### src/rtl/life_pkg.sv
// Shared types and B3/S23 rule helper for the
// life cell array and its row engine.
package life_pkg;

  typedef enum logic [1:0] {
    IDLE,
    SNAP,
    CALC
  } state_t;

  localparam logic [3:0] BIRTH      = 4'd3;
  localparam logic [3:0] SURVIVE_LO = 4'd2;
  localparam logic [3:0] SURVIVE_HI = 4'd3;

  // n/c/s are 3-bit windows; c[1] is the cell itself
  function automatic logic rule_cell(
    input logic [2:0] n,
    input logic [2:0] c,
    input logic [2:0] s
  );
    logic [3:0] w_cnt;
    w_cnt = 4'(n[0]) + 4'(n[1]) + 4'(n[2])
          + 4'(c[0]) + 4'(c[2])
          + 4'(s[0]) + 4'(s[1]) + 4'(s[2]);
    if (c[1])
      return (w_cnt >= SURVIVE_LO) &&
             (w_cnt <= SURVIVE_HI);
    return w_cnt == BIRTH;
  endfunction

endpackage

### src/rtl/life_row_next.sv
// Combinational next-generation row from the
// north, centre and south rows of the snapshot.
module life_row_next
  import life_pkg::*;
#(
  parameter int COLS = 16,
  parameter int WRAP = 1
) (
  input  logic [COLS-1:0] i_north,
  input  logic [COLS-1:0] i_centre,
  input  logic [COLS-1:0] i_south,
  output logic [COLS-1:0] o_next
);

  // rows padded by one column each side;
  // pad is the opposite edge or dead
  logic [COLS+1:0] w_n;
  logic [COLS+1:0] w_c;
  logic [COLS+1:0] w_s;

  if (WRAP != 0) begin : g_wrap
    assign w_n = {i_north[0], i_north,
                  i_north[COLS-1]};
    assign w_c = {i_centre[0], i_centre,
                  i_centre[COLS-1]};
    assign w_s = {i_south[0], i_south,
                  i_south[COLS-1]};
  end else begin : g_dead
    assign w_n = {1'b0, i_north, 1'b0};
    assign w_c = {1'b0, i_centre, 1'b0};
    assign w_s = {1'b0, i_south, 1'b0};
  end

  for (genvar c = 0; c < COLS; c++) begin : g_col
    assign o_next[c] = rule_cell(w_n[c+2:c],
                                 w_c[c+2:c],
                                 w_s[c+2:c]);
  end

endmodule

### src/rtl/life_array_grid.sv
// Game-of-Life grid: row load/readback, one
// row per clock generation stepping.
module life_array_grid
  import life_pkg::*;
#(
  parameter int ROWS  = 16,
  parameter int COLS  = 16,
  parameter int WRAP  = 1,
  parameter int GEN_W = 16,
  parameter int ROW_W = $clog2(ROWS)
) (
  input  logic             clk,
  input  logic             reset,
  input  logic [COLS-1:0]  vali,
  input  logic [ROW_W-1:0] vali_selector,
  input  logic             write_enb,
  input  logic [ROW_W-1:0] valo_selector,
  output logic [COLS-1:0]  valo,
  output logic [COLS-1:0]  valo_prev,
  input  logic             step,
  output logic             busy,
  output logic             step_done,
  output logic             stable,
  output logic [GEN_W-1:0] gen_count
);

  localparam logic [ROW_W-1:0] LAST =
    ROW_W'(ROWS - 1);
  localparam logic [ROW_W:0] NROWS =
    (ROW_W+1)'(ROWS);

  state_t           r_state;
  state_t           w_state_nxt;
  logic [COLS-1:0]  r_cur  [ROWS];
  logic [COLS-1:0]  r_prev [ROWS];
  logic [ROW_W-1:0] r_row;
  logic             r_eq;
  logic             r_stable;
  logic             r_done;
  logic [GEN_W-1:0] r_gen;
  logic             w_busy;
  logic             w_last;
  logic             w_wr_ok;
  logic             w_rd_ok;
  logic             w_row_eq;
  logic [COLS-1:0]  w_north;
  logic [COLS-1:0]  w_south;
  logic [COLS-1:0]  w_next;

  assign w_last   = r_row == LAST;
  assign w_wr_ok  = {1'b0, vali_selector} < NROWS;
  assign w_rd_ok  = {1'b0, valo_selector} < NROWS;
  assign w_row_eq = w_next == r_prev[r_row];

  assign valo      = w_rd_ok ?
                     r_cur[valo_selector] : '0;
  assign valo_prev = w_rd_ok ?
                     r_prev[valo_selector] : '0;
  assign busy      = w_busy;
  assign step_done = r_done;
  assign stable    = r_stable;
  assign gen_count = r_gen;

  // neighbour rows of the row being computed
  always_comb begin
    w_north = '0;
    w_south = '0;
    if (r_row == '0) begin
      if (WRAP != 0) w_north = r_prev[LAST];
    end else begin
      w_north = r_prev[r_row - 1'b1];
    end
    if (w_last) begin
      if (WRAP != 0) w_south = r_prev[0];
    end else begin
      w_south = r_prev[r_row + 1'b1];
    end
  end

  life_row_next #(
    .COLS (COLS),
    .WRAP (WRAP)
  ) u_row_next (
    .i_north  (w_north),
    .i_centre (r_prev[r_row]),
    .i_south  (w_south),
    .o_next   (w_next)
  );

  // FSM state register
  always_ff @(posedge clk) begin
    if (reset) r_state <= IDLE;
    else       r_state <= w_state_nxt;
  end

  // FSM next state and busy flag
  always_comb begin
    w_state_nxt = r_state;
    w_busy      = 1'b1;
    unique case (r_state)
      IDLE: begin
        w_busy = 1'b0;
        if (step) w_state_nxt = SNAP;
      end
      SNAP: w_state_nxt = CALC;
      CALC: if (w_last) w_state_nxt = IDLE;
      default: w_state_nxt = IDLE;
    endcase
  end

  // grid storage, row engine writeback, status
  always_ff @(posedge clk) begin
    if (reset) begin
      for (int i = 0; i < ROWS; i++) begin
        r_cur[i]  <= '0;
        r_prev[i] <= '0;
      end
      r_row    <= '0;
      r_eq     <= 1'b0;
      r_stable <= 1'b0;
      r_done   <= 1'b0;
      r_gen    <= '0;
    end else begin
      r_done <= 1'b0;
      unique case (r_state)
        IDLE: begin
          if (write_enb && w_wr_ok) begin
            r_cur[vali_selector] <= vali;
            r_stable <= 1'b0;
          end
        end
        SNAP: begin
          for (int i = 0; i < ROWS; i++)
            r_prev[i] <= r_cur[i];
          r_row <= '0;
          r_eq  <= 1'b1;
        end
        CALC: begin
          r_cur[r_row] <= w_next;
          r_eq  <= r_eq & w_row_eq;
          r_row <= r_row + 1'b1;
          if (w_last) begin
            r_stable <= r_eq & w_row_eq;
            r_gen    <= r_gen + 1'b1;
            r_done   <= 1'b1;
          end
        end
        default: ;
      endcase
    end
  end

endmodule

### config.mk
export PLATFORM = sky130hd
export DESIGN_NAME = life_array_grid
export DESIGN_NICKNAME = d
export VERILOG_FILES = /design/src/rtl/life_pkg.sv /design/src/rtl/life_row_next.sv /design/src/rtl/life_array_grid.sv
export SDC_FILE = /design/constraint.sdc
export NUM_CORES = 1
export LEC_CHECK = 0
export CAP_MARGIN = 20
export CORE_MARGIN = 2
export CORE_UTILIZATION = 65
export CTS_BUF_LIST = sky130_fd_sc_hd__clkbuf_4
export CTS_CLUSTER_DIAMETER = 50
export DETAILED_ROUTE_END_ITERATION = 10
export GPL_TIMING_DRIVEN = 0
export PLACE_DENSITY = 0.83
export REMOVE_ABC_BUFFERS = 1
export SLEW_MARGIN = 0
export SYNTH_ARGS = -nofsm -noshare
export SYNTH_HDL_FRONTEND = slang
export SYNTH_SLANG_ARGS = --single-unit
### constraint.sdc
create_clock -name clk -period 17 [get_ports clk]
set_input_delay 3.4 -clock clk [delete_from_list [all_inputs] [get_ports clk]]
set_output_delay 3.4 -clock clk [all_outputs]
set_load 0.02 [all_outputs]
# Word-level counts from Yosys, hierarchy flattened
# Memory sizes are Yosys's and may differ from the RTL's. A register that Yosys moved wholly into a read port is not among the register bits.
# Index checks and enable logic that the tools add are counted.
[totals]
regBits = 25
latchBits = 0
mem_bits_rw = 512
romBits = 0
output_inout_bits = 51
wordCells = 318
mem_count = 2
[op_classes]
n_addsub = 115
n_mul = 0
div = 0
order_cmp = 32
n_eq_ne = 23
shifts = 0
mux = 96
n_bitwise = 18
reduce_logical = 26
[mem_list]
columns = ["name", "words", "width", "rd", "rd_ports_with_merged_regs", "wr", "line", "source"]
rows = [
  ["r_cur", 16, 16, 17, 0, 16, "life_array_grid.sv:34", "logic [COLS-1:0] r_cur [ROWS];"],
  ["r_prev", 16, 16, 6, 1, 16, "life_array_grid.sv:35", "logic [COLS-1:0] r_prev [ROWS];"],
]
[op_table]
columns = ["op", "n"]
rows = [
  ["$add A4 B1 Y4", 96],
  ["$mux W16", 20],
  ["$mux W1", 66],
  ["$eq A4 B2 Y1 const B", 16],
  ["$ge A4 B2 Y1 const B", 16],
  ["$le A4 B2 Y1 const B", 16],
  ["$add A1 B1 Y2", 16],
  ["$reduce_or A16 Y1", 2],
  ["$add A16 B1 Y16 const B", 1],
  ["$eq A16 B16 Y1", 1],
  ["$logic_and A1 B1 Y1", 16],
  ["$mux W4", 4],
  ["$or A1 B1 Y1", 16],
  ["$pmux W4 S2", 1],
  ["$ne A2 B2 Y1 const B", 3],
  ["$pmux W2 S3", 1],
  ["$add A4 B1 Y4 const B", 1],
  ["$eq A4 B4 Y1 const B", 1],
  ["$logic_not A4 Y1", 1],
  ["$mux W2", 2],
  ["$pmux W1 S2", 2],
  ["$reduce_and A2 Y1", 2],
  ["$reduce_bool A2 Y1", 2],
  ["$sub A4 B1 Y4 const B", 1],
  ["other kinds (7)", 7],
]

# Depth between registers and ports, before layout
# An unclocked memory read counts as a cell.
[logic_depth]
word_depth = 18
depth_mapped = 28

# By module
# Synthesis repeated with hierarchy kept, for this count alone.
[hier_totals]
hier_cells = 2238
area_unflattened_um2 = 32946.6
[modules_own_cells]
columns = ["mod", "instances", "cells_each", "area_each_um2", "seq_area_each_um2"]
rows = [
  ["life_array_grid", 1, 1927, 30147.7, 15955.3],
  ["life_row_next", 1, 311, 2798.9, 0.0],
]

# Worst setup path before layout
# OpenSTA, ideal clock, no wires.
[synth_path]
path_kind = "input to output"
startpoint = "input valo_selector[0]"
endpoint = "output valo_prev[14]"
arrival_time_ps = 5687
slack_ps = 7913
stages = 5
n_path_buf = 3
cell_sequence = "clkbuf_1 clkbuf_1 clkbuf_1 mux4_2 mux4_2"
[synth_via]
elab_chain_cells = 1
[synth_lines]
columns = ["item", "line", "source"]
rows = [
  ["start: declaration", "life_array_grid.sv:17", "input logic [ROW_W-1:0] valo_selector,"],
  ["$mem_v2 Z16 W16", "-", ""],
  ["end: declaration", "life_array_grid.sv:19", "output logic [COLS-1:0] valo_prev,"],
]
# No other way between the ends.

# Worst setup path after layout
[layout_path]
startpoint = "input valo_selector[0]"
endpoint = "output valo_prev[0]"
# Same word-level chain as after synthesis.

==> metrics.md <==
| Metric | Value |
|---|---|
| Distinct cells, synth | `69` |
| Max_slew headroom | `20.6%` |
| Gr usage total | `39.8%` |
| Post-DP HPWL | `67.5 mm` |
| WL/cell | `32.3 um` |
| Post-DRT Antenna Nets | `0` |
| Number of synthesized flops with an enable pin | `512` |
| Met2 Use GR | `59.5%` |
| WL final | `103 mm` |
| Nets | `2563` |
| Post-CTS sizing | `0` |
| Seq/Total Area, Yosys | `47.7%` |
| FP Rows | `83` |
| Max-cap viol count | `0` |
| RePlAce Congestion | `0.953` |
| Maximum fanout along the worst path | `64` |
| Detailed-route via count | `23500` |
| Max Freq | `0.104 GHz` |
| Status | `finished, final reports clean` |
| DRC | `0` |
| Setup violators final | `0` |
| Max VDD drop | `0.0543 mV` |
| Hold Buf Count CTS | `0` |
| WP data required | `13.60 ns` |
| Full die area | `0.0533 mm^2` |
| Skew-Pair Late Insertion Delay | `1.07 ns` |
| Input/output buffers | `78` |
| Drt via density | `7.32` |
| Ys async rst share | `0%` |
| Synthesis-to-layout area growth | `11.5%` |
| Initial Util | `65.4%` |
| Syn Std Cell Area | `0.0334 mm^2` |
| PnR Total Power | `3.71 mW` |
| Iter 0 DRT Violations | `3306` |
| Pre-antenna DRT Iters | `8` |
| Total gr overflow | `0` |
| IO Count | `79` |
| Static leakage | `13.5 nW` |
| Top_reg_cell synth | `edfxtp_1` |
| Largest net degree at the start of global routing | `98` |
| Busiest grt layer | `met2` |
| CTS tree | `yes` |
| Worst Max-Slew Pin Slew | `1.19 ns` |
| Root Driver | `clkbuf_4` |
| Vias in the first global route | `23300` |
| Syn avg cell area | `14.5 um^2` |
| Final Cycle Share | `56.3%` |
| Met3 global-route usage | `15.3%` |
| Clock transition at path regs | `0.06 ns` |
| Num CTS Buffers | `136` |
| Final hold vios | `0` |
| Clk sinks | `541` |
| CTS Buffer Depth | `3` |
| PD cells | `99.5 mW/mm^2` |
| Die height | `231 um` |
| Die Wd | `231 um` |
| First-pass GRT wire length | `149 mm` |
| Layout cells sized above 1 | `27.5%` |
| Critical Path Source Type | `input pin` |
| CP Data Arrival Time | `6.18 ns` |
| Core area | `0.0511 mm^2` |
| GR Layer Usage met1 | `49.0%` |
| RSZ-0062 raised after global routing | `false` |
| Setup CP Type | `in -> out` |
| Hold Crit Class | `reg -> reg` |
| Postcts setup bufs | `0` |
| Yosys Warn Count | `0` |
| CP Capture Type | `output pin` |
| Syn Inst Count | `2311` |
| H-tree Lvls | `4` |
| Final worst hold slack | `0.508 ns` |
| Fin. max-slew vios | `0` |
| Synth Register Bits | `541` |
| Final Skew | `0.0643 ns` |
| Initial antenna violation count | `4` |
| Min cycle time layout | `9.58 ns` |
-- cell type report --
class	instances	area, um^2
Sequential cell	541	16000
Clock buffer	183	1370
Timing Repair Buffer	143	1990
Antenna cell	8	20.0
Fill cell	3096	13800
Tap cell	680	851
Inverter	108	405
Multi-Input combinational cell	1488	16400
Clock inverter	53	293
-- per-layer routing --
| metal | share of wire [%] | vias to the layer above |
|---|---|---|
| met3 | 15 | 523 |
| met4 | 7.5 | 4 |
| met5 | 0.026 | - |
| li1 | - | 9198 |
| met1 | 32 | 11600 |
| met2 | 46 | 2133 |
-- flip-flops by register name, indices dropped and copies added (netlist names), named ones only --
signal     count
r_row          4
gen_count     16
r_cur        256
r_eq           1
r_prev       256
stable         1
step_done      1
r_state        2
-- layout by cell type (no fill, tap or decap), types with 12 or more instances in the layout --
cell type and n:
a211oi_1 17, a21oi_1 45, and2_1 164, buf_16 27, buf_4 17, clkbuf_4 183
clkdlybuf4s50_1 73, clkinv_1 34, dfxtp_1 24, edfxtp_1 512, fa_1 62, ha_1 54
inv_1 107, mux2_2 23, mux2i_1 63, mux4_1 25, mux4_2 350, nand2_1 64
nand2b_1 18, nand2b_2 17, nand3_1 15, nor2_1 302, nor2b_1 104, nor3b_1 12
o21ai_0 19
-- power breakdown --
part           leakage, nW  total [mW]  internal, mW  switching (mW)
Combinational         6.96       0.976         0.429           0.548
Sequential            5.59        1.64          1.56          0.0825
Clock                0.999        1.09         0.547           0.545
-- Yosys cell counts (all sizes together), types with 10 or more instances --
cell    count  area share [%]
a211oi     17            0.38
o21ai      19            0.28
nor4b      10            0.26
a22oi      11            0.26
edfxtp    512              46
nor2      302             3.4
nand3      16            0.24
nand2      64            0.72
and2      164             3.1
nor3b      13            0.29
dfxtp      29             1.7
nand2b     35            0.65
buf        54            0.99
ha         55             2.1
nor2b     105             2.0
inv       108             1.2
a21oi      45            0.67
clkbuf    120             1.4
mux4      376              26
fa         62             3.7
mux2i      63             1.9
mux2       23            0.77
-- critical path: stages --
cell	delay [ns]
buf_8	0.22
buf_16	0.42
buf_16	0.37
mux4_2	0.56
mux4_2	0.53
clkdlybuf4s50_1	0.58
-- stage by stage --
step	setup TNS [ns]	setup slack (ns)	instance area [um^2]	std cells	utilization, %
floorplan	0	2.12	32700	2137	-
global placement	-52.39	-1.26	34300	2895	67.1
detailed placement	0	7.37	35500	2948	69.5
CTS	0	7.36	37200	3184	72.8
global route	0	7.26	37300	3201	73.0
finish	0	7.42	37300	3204	73.0
-- path summary, 6_finish.rpt --
path                                   from                        end  slack, ns  cells past startpoint
setup / recovery           valo_selector[0]               valo_prev[0]       7.42                      6
hold / removal    gen_count[8]$_SDFFE_PP0P_  gen_count[8]$_SDFFE_PP0P_       0.51                      2
setup reg to reg      r_row[0]$_SDFFE_PP0N_        stable$_SDFFE_PP0P_       7.80                     21
hold reg to reg   gen_count[8]$_SDFFE_PP0P_  gen_count[8]$_SDFFE_PP0P_       0.51                      2
-- kinds of logic after synthesis --
group / count (synthesis) / synth area share, %
AO/OA/AOI/OAI: 138 / 2.77
XOR/XNOR: 17 / 0.445
adder cells (fa/ha/maj): 117 / 5.77
buffers and inverters: 282 / 3.55
flip-flops: 541 / 47.7
multiplexers: 462 / 28.3
AND/OR/NAND/NOR: 754 / 11.5
No activity file was read; power rests on OpenSTA's default activity.
